`config.mk`:
```
export PLATFORM = sky130hd
export DESIGN_NAME = arbitro_memoria_dados_flat
export DESIGN_NICKNAME = d
export VERILOG_FILES = /design/src/rtl/pacote_memoria.sv /design/src/rtl/arbitro_memoria_dados_if.sv /design/src/rtl/arbitro_round_robin_2.sv /design/src/rtl/arbitro_memoria_dados.sv /design/src/flat_wrapper.sv
export SDC_FILE = /design/constraint.sdc
export NUM_CORES = 1
export LEC_CHECK = 0
export BUFFER_PORTS_ARGS = -buffer_cell sky130_fd_sc_hd__buf_2
export CAP_MARGIN = 20
export CORE_ASPECT_RATIO = 1.2
export CORE_MARGIN = 2
export CORE_UTILIZATION = 45
export DETAILED_ROUTE_END_ITERATION = 6
export PLACE_DENSITY = 0.8
export SLEW_MARGIN = 20
export SYNTH_ARGS = -nofsm -noshare
export SYNTH_HDL_FRONTEND = slang
export SYNTH_SLANG_ARGS = --single-unit
```
`constraint.sdc`:
```
create_clock -name clock -period 1.9 [get_ports clock]
set_input_delay 0.285 -clock clock [delete_from_list [all_inputs] [get_ports clock]]
set_output_delay 0.285 -clock clock [all_outputs]
set_load 0.1 [all_outputs]
```
`src/rtl/pacote_memoria.sv`:
```
// Shared types and constants for the data-memory arbiter.
package pacote_memoria;

    typedef enum logic [1:0] {
        OCIOSO   = 2'd0,
        ACESSO   = 2'd1,
        RESPOSTA = 2'd2
    } estado_t;

    localparam logic PORTA_CPU   = 1'b0;
    localparam logic PORTA_DEBUG = 1'b1;

    localparam int TAMANHO_BYTES_PADRAO = 256;

endpackage

```
`src/rtl/arbitro_memoria_dados_if.sv`:
```
// Requester-side bundle: one instance per port of the data-memory arbiter.
interface arbitro_memoria_dados_if #(
    parameter int LARGURA_DADO     = 16,
    parameter int LARGURA_ENDERECO = 16
);

    // req rises with a stable payload and stays high until the one-cycle ack;
    // dado_lido and erro are meaningful only while ack=1.
    logic                        req;
    logic                        escrita;
    logic [LARGURA_ENDERECO-1:0] endereco;
    logic [LARGURA_DADO-1:0]     dado_escrita;
    logic                        ack;
    logic [LARGURA_DADO-1:0]     dado_lido;
    logic                        erro;

    modport master (
        output req, escrita, endereco, dado_escrita,
        input  ack, dado_lido, erro
    );

    modport slave (
        input  req, escrita, endereco, dado_escrita,
        output ack, dado_lido, erro
    );

endinterface

```
`src/rtl/arbitro_round_robin_2.sv`:
```
// Two-way round-robin grant: a tie goes to the port that was not served last.
module arbitro_round_robin_2
    import pacote_memoria::*;
(
    input  logic [1:0] req,
    input  logic       ultimo_concedido,
    input  logic       atualiza,
    output logic       concedido,
    output logic       valido
);

    always_comb begin
        concedido = PORTA_CPU;
        if (req == 2'b11) begin
            concedido = ~ultimo_concedido;
        end else if (req[1]) begin
            concedido = PORTA_DEBUG;
        end
        valido = atualiza && (req != 2'b00);
    end

endmodule

```
`src/rtl/arbitro_memoria_dados.sv`:
```
// Shares one single-port data memory between the CPU and debug ports,
// one access at a time, with address legality checked at grant.
module arbitro_memoria_dados
    import pacote_memoria::*;
#(
    parameter int LARGURA_DADO     = 16,
    parameter int LARGURA_ENDERECO = 16,
    parameter int TAMANHO_BYTES    = TAMANHO_BYTES_PADRAO
) (
    input  logic                        clock,
    input  logic                        reset_n,
    arbitro_memoria_dados_if.slave      p0,
    arbitro_memoria_dados_if.slave      p1,
    output logic                        mem_permisao_escrita,
    output logic                        mem_permisao_leitura,
    output logic [LARGURA_ENDERECO-1:0] mem_endereco,
    output logic [LARGURA_DADO-1:0]     mem_dado_escrita,
    input  logic [LARGURA_DADO-1:0]     mem_dado_leitura,
    output logic                        ocupado,
    output estado_t                     estado_depuracao
);

    localparam logic [LARGURA_ENDERECO-1:0] ENDERECO_MAXIMO =
        LARGURA_ENDERECO'(TAMANHO_BYTES - 2);

    estado_t                     estado, proximo;
    logic                        ultimo_concedido;
    logic                        porta_reg;
    logic                        escrita_reg;
    logic                        erro_reg;
    logic [LARGURA_ENDERECO-1:0] endereco_reg;
    logic [LARGURA_DADO-1:0]     dado_escrita_reg;
    logic [LARGURA_DADO-1:0]     dado_reg;

    logic                        concedido;
    logic                        concessao_valida;
    logic                        escrita_sel;
    logic [LARGURA_ENDERECO-1:0] endereco_sel;
    logic [LARGURA_DADO-1:0]     dado_sel;
    logic                        legal;
    logic [LARGURA_DADO-1:0]     dado_resposta;

    arbitro_round_robin_2 u_round_robin (
        .req              ({p1.req, p0.req}),
        .ultimo_concedido (ultimo_concedido),
        .atualiza         (estado == OCIOSO),
        .concedido        (concedido),
        .valido           (concessao_valida)
    );

    always_comb begin
        escrita_sel  = (concedido == PORTA_DEBUG) ? p1.escrita      : p0.escrita;
        endereco_sel = (concedido == PORTA_DEBUG) ? p1.endereco     : p0.endereco;
        dado_sel     = (concedido == PORTA_DEBUG) ? p1.dado_escrita : p0.dado_escrita;
        legal        = !endereco_sel[0] && (endereco_sel <= ENDERECO_MAXIMO);
    end

    always_comb begin
        proximo              = estado;
        mem_permisao_escrita = 1'b0;
        mem_permisao_leitura = 1'b0;
        p0.ack               = 1'b0;
        p1.ack               = 1'b0;
        p0.erro              = 1'b0;
        p1.erro              = 1'b0;
        p0.dado_lido         = '0;
        p1.dado_lido         = '0;
        // Writes and rejected requests never return memory data.
        dado_resposta        = (erro_reg || escrita_reg) ? '0 : dado_reg;
        unique case (estado)
            OCIOSO: begin
                if (concessao_valida) begin
                    proximo = legal ? ACESSO : RESPOSTA;
                end
            end
            ACESSO: begin
                mem_permisao_escrita = escrita_reg;
                mem_permisao_leitura = !escrita_reg;
                proximo              = RESPOSTA;
            end
            RESPOSTA: begin
                if (porta_reg == PORTA_DEBUG) begin
                    p1.ack       = 1'b1;
                    p1.erro      = erro_reg;
                    p1.dado_lido = dado_resposta;
                end else begin
                    p0.ack       = 1'b1;
                    p0.erro      = erro_reg;
                    p0.dado_lido = dado_resposta;
                end
                proximo = OCIOSO;
            end
            default: proximo = OCIOSO;
        endcase
    end

    always_ff @(posedge clock or negedge reset_n) begin
        if (!reset_n) begin
            estado           <= OCIOSO;
            ultimo_concedido <= PORTA_DEBUG;
            porta_reg        <= PORTA_CPU;
            escrita_reg      <= 1'b0;
            erro_reg         <= 1'b0;
            endereco_reg     <= '0;
            dado_escrita_reg <= '0;
            dado_reg         <= '0;
        end else begin
            estado <= proximo;
            if (concessao_valida) begin
                ultimo_concedido <= concedido;
                porta_reg        <= concedido;
                escrita_reg      <= escrita_sel;
                erro_reg         <= !legal;
                endereco_reg     <= endereco_sel;
                dado_escrita_reg <= dado_sel;
            end
            if (estado == ACESSO && !escrita_reg) begin
                dado_reg <= mem_dado_leitura;
            end
        end
    end

    assign mem_endereco     = endereco_reg;
    assign mem_dado_escrita = dado_escrita_reg;
    assign ocupado          = (estado != OCIOSO);
    assign estado_depuracao = estado;

endmodule

```
`src/flat_wrapper.sv`:
```
// flat-port wrapper written by rule: the top's interface ports become plain ports
module arbitro_memoria_dados_flat import pacote_memoria::*;
#(
    parameter int LARGURA_DADO     = 16,
    parameter int LARGURA_ENDERECO = 16,
    parameter int TAMANHO_BYTES    = TAMANHO_BYTES_PADRAO
)
  (clock, reset_n, mem_permisao_escrita, mem_permisao_leitura, mem_endereco, mem_dado_escrita, mem_dado_leitura, ocupado, estado_depuracao, p0_req, p0_escrita, p0_endereco, p0_dado_escrita, p0_ack, p0_dado_lido, p0_erro, p1_req, p1_escrita, p1_endereco, p1_dado_escrita, p1_ack, p1_dado_lido, p1_erro);
  arbitro_memoria_dados_if #(.LARGURA_DADO(LARGURA_DADO), .LARGURA_ENDERECO(LARGURA_ENDERECO)) p0_i ();
  arbitro_memoria_dados_if #(.LARGURA_DADO(LARGURA_DADO), .LARGURA_ENDERECO(LARGURA_ENDERECO)) p1_i ();
  input  logic clock;
  input  logic reset_n;
  output logic mem_permisao_escrita;
  output logic mem_permisao_leitura;
  output logic [LARGURA_ENDERECO-1:0] mem_endereco;
  output logic [LARGURA_DADO-1:0] mem_dado_escrita;
  input  logic [LARGURA_DADO-1:0] mem_dado_leitura;
  output logic ocupado;
  output estado_t estado_depuracao;
  input wire logic [$bits(p0_i.req)-1:0] p0_req;
  input wire logic [$bits(p0_i.escrita)-1:0] p0_escrita;
  input wire logic [$bits(p0_i.endereco)-1:0] p0_endereco;
  input wire logic [$bits(p0_i.dado_escrita)-1:0] p0_dado_escrita;
  output wire logic [$bits(p0_i.ack)-1:0] p0_ack;
  output wire logic [$bits(p0_i.dado_lido)-1:0] p0_dado_lido;
  output wire logic [$bits(p0_i.erro)-1:0] p0_erro;
  input wire logic [$bits(p1_i.req)-1:0] p1_req;
  input wire logic [$bits(p1_i.escrita)-1:0] p1_escrita;
  input wire logic [$bits(p1_i.endereco)-1:0] p1_endereco;
  input wire logic [$bits(p1_i.dado_escrita)-1:0] p1_dado_escrita;
  output wire logic [$bits(p1_i.ack)-1:0] p1_ack;
  output wire logic [$bits(p1_i.dado_lido)-1:0] p1_dado_lido;
  output wire logic [$bits(p1_i.erro)-1:0] p1_erro;
  assign p0_i.req = p0_req;
  assign p0_i.escrita = p0_escrita;
  assign p0_i.endereco = p0_endereco;
  assign p0_i.dado_escrita = p0_dado_escrita;
  assign p0_ack = p0_i.ack;
  assign p0_dado_lido = p0_i.dado_lido;
  assign p0_erro = p0_i.erro;
  assign p1_i.req = p1_req;
  assign p1_i.escrita = p1_escrita;
  assign p1_i.endereco = p1_endereco;
  assign p1_i.dado_escrita = p1_dado_escrita;
  assign p1_ack = p1_i.ack;
  assign p1_dado_lido = p1_i.dado_lido;
  assign p1_erro = p1_i.erro;
  arbitro_memoria_dados #(.LARGURA_DADO(LARGURA_DADO), .LARGURA_ENDERECO(LARGURA_ENDERECO), .TAMANHO_BYTES(TAMANHO_BYTES)) u_core (.clock(clock), .reset_n(reset_n), .p0(p0_i), .p1(p1_i), .mem_permisao_escrita(mem_permisao_escrita), .mem_permisao_leitura(mem_permisao_leitura), .mem_endereco(mem_endereco), .mem_dado_escrita(mem_dado_escrita), .mem_dado_leitura(mem_dado_leitura), .ocupado(ocupado), .estado_depuracao(estado_depuracao));
endmodule
```
==> metrics.cfg <==
[run_status]
status=finished, violations left
violations=negative setup slack

[setup_path]
path_buf_inv=3
crit_top_cell=buf_12
path_cells=and3b_2 -> nor3b_4 -> buf_6 -> buf_12 -> and2_4 -> buf_12
endpoint_kind=output pin
worstPathArrival_ps=1900
cp-start-kind=flop
critPathKind=flop to output pin
path_delay_family=simple AND/OR/NAND/NOR gates
critPathSlowestCell=dfrtp_4
cpPeakStageDelay_ps=520
cp_data_required_time_ps=1620
cp_max_fo=8

[die]
die-area_sq_mm=0.00721
start_util_pct=46.3
fp.dieW_microns=77.9
die_height_microns=92.6
io_pins=159
num_rows=32
core_sq_mm=0.00637

[logic_synthesis]
ys_types=30
synth_area_leaders=dfrtp_1 45%, mux2_4 16%, mux2_2 12%
yosysSeqAreaShare_pct=45.9
synth_cells=218
yosysWarnings=0
ys_ff_latch=54
syn_area_sq_mm=0.00295
synth_nets=304
synth_top_area_share_pct=45.0
yosysTopAreaCell=dfrtp_1
synth.avg_cell_area_sq_um=13.5

[final_layout]
seq_area_sq_mm=0.00136
area_growth_pct=61.4
final_cell_mix=120 x buf_2, 51 x dfrtp_1, 42 x buf_12
stdcell_count=479
layout-drive-gt1-share_pct=76.6
design_area_sq_mm=0.00476
num-nets-final=479
antennaDiodeCount=0
layout_commonest_cell=buf_2
final_util_pct=74.7
multi_input_area_sq_mm=0.00160
n_fill_cell=407

[detailed_routing]
totalWireLength_microns=7870
wl_per_cell_microns=16.4
route.detailed.drc=0
vias=2408
drtAntennaViolNets=0
drt-initial-drc-count=76
drt-pass1-iter-count=4
routed_via_density=5.03

[flow_run]
drv_cap=0

[power_and_ir_drop]
ir_drop_mv=0.677
sequentialPowerShare_pct=33.3
power_mw=4.40
p_per_area_mw_per_mm2=925
p_int_mw=2.19
p_sw_mw=2.21
clkPwrFrac_pct=15.2
power.leakage_nw=2.35
netSwitchingFraction_pct=50.2
comb_power_share_pct=51.5

[sta]
fin_ws_ps=-283
fin_setup_tns_ps=-7000
relSlewSlack_pct=65.9
tightest_slew_ps=515
setup_viol=33
drv_slew=0
fin_crit_sh_pct=115
rsz0062_at_grt=true
min_period_ps=2180
hold_viol=0
skew_ps=9.82
fmax_mhz=458

[cts]
cts_sinks=54
cts_buffers=5
clockBufferDepth=2
cts-root-buf=clkbuf_8
cts.clk_slew.worst_paths_ps=110
cts_htree_levels=2
worst_skew_pair.late_latency_ps=310
cts_tree=done

[global_route]
grt_pass1_vias=2444
antenna_found_initial=0
grt_max_degree=27
grt_pass1_wl_microns=12300
grt_use_total_pct=21.5
grt_overflow=0

[placed_design]
place_inst=459
dpl_cell_area_sq_mm=0.00449
port_buffers=158
gp_congestion=0.757
dp.final_hpwl_microns=5900

[min_path]
hold_class=input port to flop

area by class of cell:
class / count / area share, %
Inverter: 1 / 0.0789
Clock inverter: 3 / 0.526
Timing Repair Buffer: 179 / 33.5
Multi-Input combinational cell: 152 / 33.6
Tap cell: 85 / 2.24
Clock buffer: 5 / 1.45
Sequential cell: 54 / 28.6
through the flow:
step,hold slack [ps],worst slack [ps]
after CTS,197,-219
final,199,-283
after global placement,184,190
after detailed placement,197,130
after floorplan,-10.6,-840
after global routing,192,-324
metal layers:
metal | up-vias | share of wire [%] | global-route usage (%)
met1 | 1169 | 39 | 26.3
li1 | 1123 | - | -
met4 | 0 | 1.2 | 5.36
met3 | 7 | 5.9 | 3.80
met2 | 109 | 54 | 39.1
met5 | - | 0 | 0
power groups by stage:
stage               Sequential (mW)  Clock, mW  Combinational [mW]
floorplan                      2.64          0               0.629
global placement               1.47          0                2.19
detailed placement             1.48          0                2.22
CTS                            1.46      0.683                2.24
global route                   1.49      0.734                2.34
finish                         1.46      0.670                2.27
worst paths after layout:
check	from	endpoint	slack [ps]	cells past startpoint
worst max register to register	u_core.estado_depuracao[0]	u_core.mem_dado_escrita[11]	10	6
max in group asynchronous	reset_n	u_core.ultimo_concedido	820	3
worst min register to register	u_core.mem_endereco[0]	u_core.mem_endereco[0]	510	1
worst max-delay path	u_core.estado_depuracao[0]	p1_dado_lido[3]	-280	6
min in group asynchronous	reset_n	u_core.mem_endereco[5]	390	2
worst min-delay path	mem_dado_leitura[14]	u_core.dado_reg[14]	200	2
Yosys cell counts, drive strengths merged:
library cell	count
dfstp	1
clkbuf	4
o21ai	19
and3b	1
and2	34
and4b	1
o41ai	1
nor2	6
o31ai	1
nor3	2
nand2b	1
mux2i	11
mux2	64
buf	8
and4	1
inv	1
nor3b	3
dfrtp	53
nor4	2
o21a	1
or2	2
a21boi	1
logic make-up (layout without fill, tap and decap cells):
family	count (synthesis)	after routing	share of synthesized area (%)
flip-flops	54	54	45.9
AND/OR/NAND/NOR	53	54	12.9
buffers and inverters	13	188	4.12
AO/OA/AOI/OAI	23	23	4.84
multiplexers	75	75	32.3
repair_timing:
| item | CTS | global route |
|---|---|---|
| endpoints found under the setup margin | 34 | 42 |
| cloned | 1 | 1 |
| hold endpoints to repair | 12 | 0 |
| hold buffers | 1 | 0 |
| pin swaps | 5 | 2 |
| setup buffers | 3 | 6 |
| gates resized for setup | 25 | 9 |
Power figures use the tool's default switching activity.
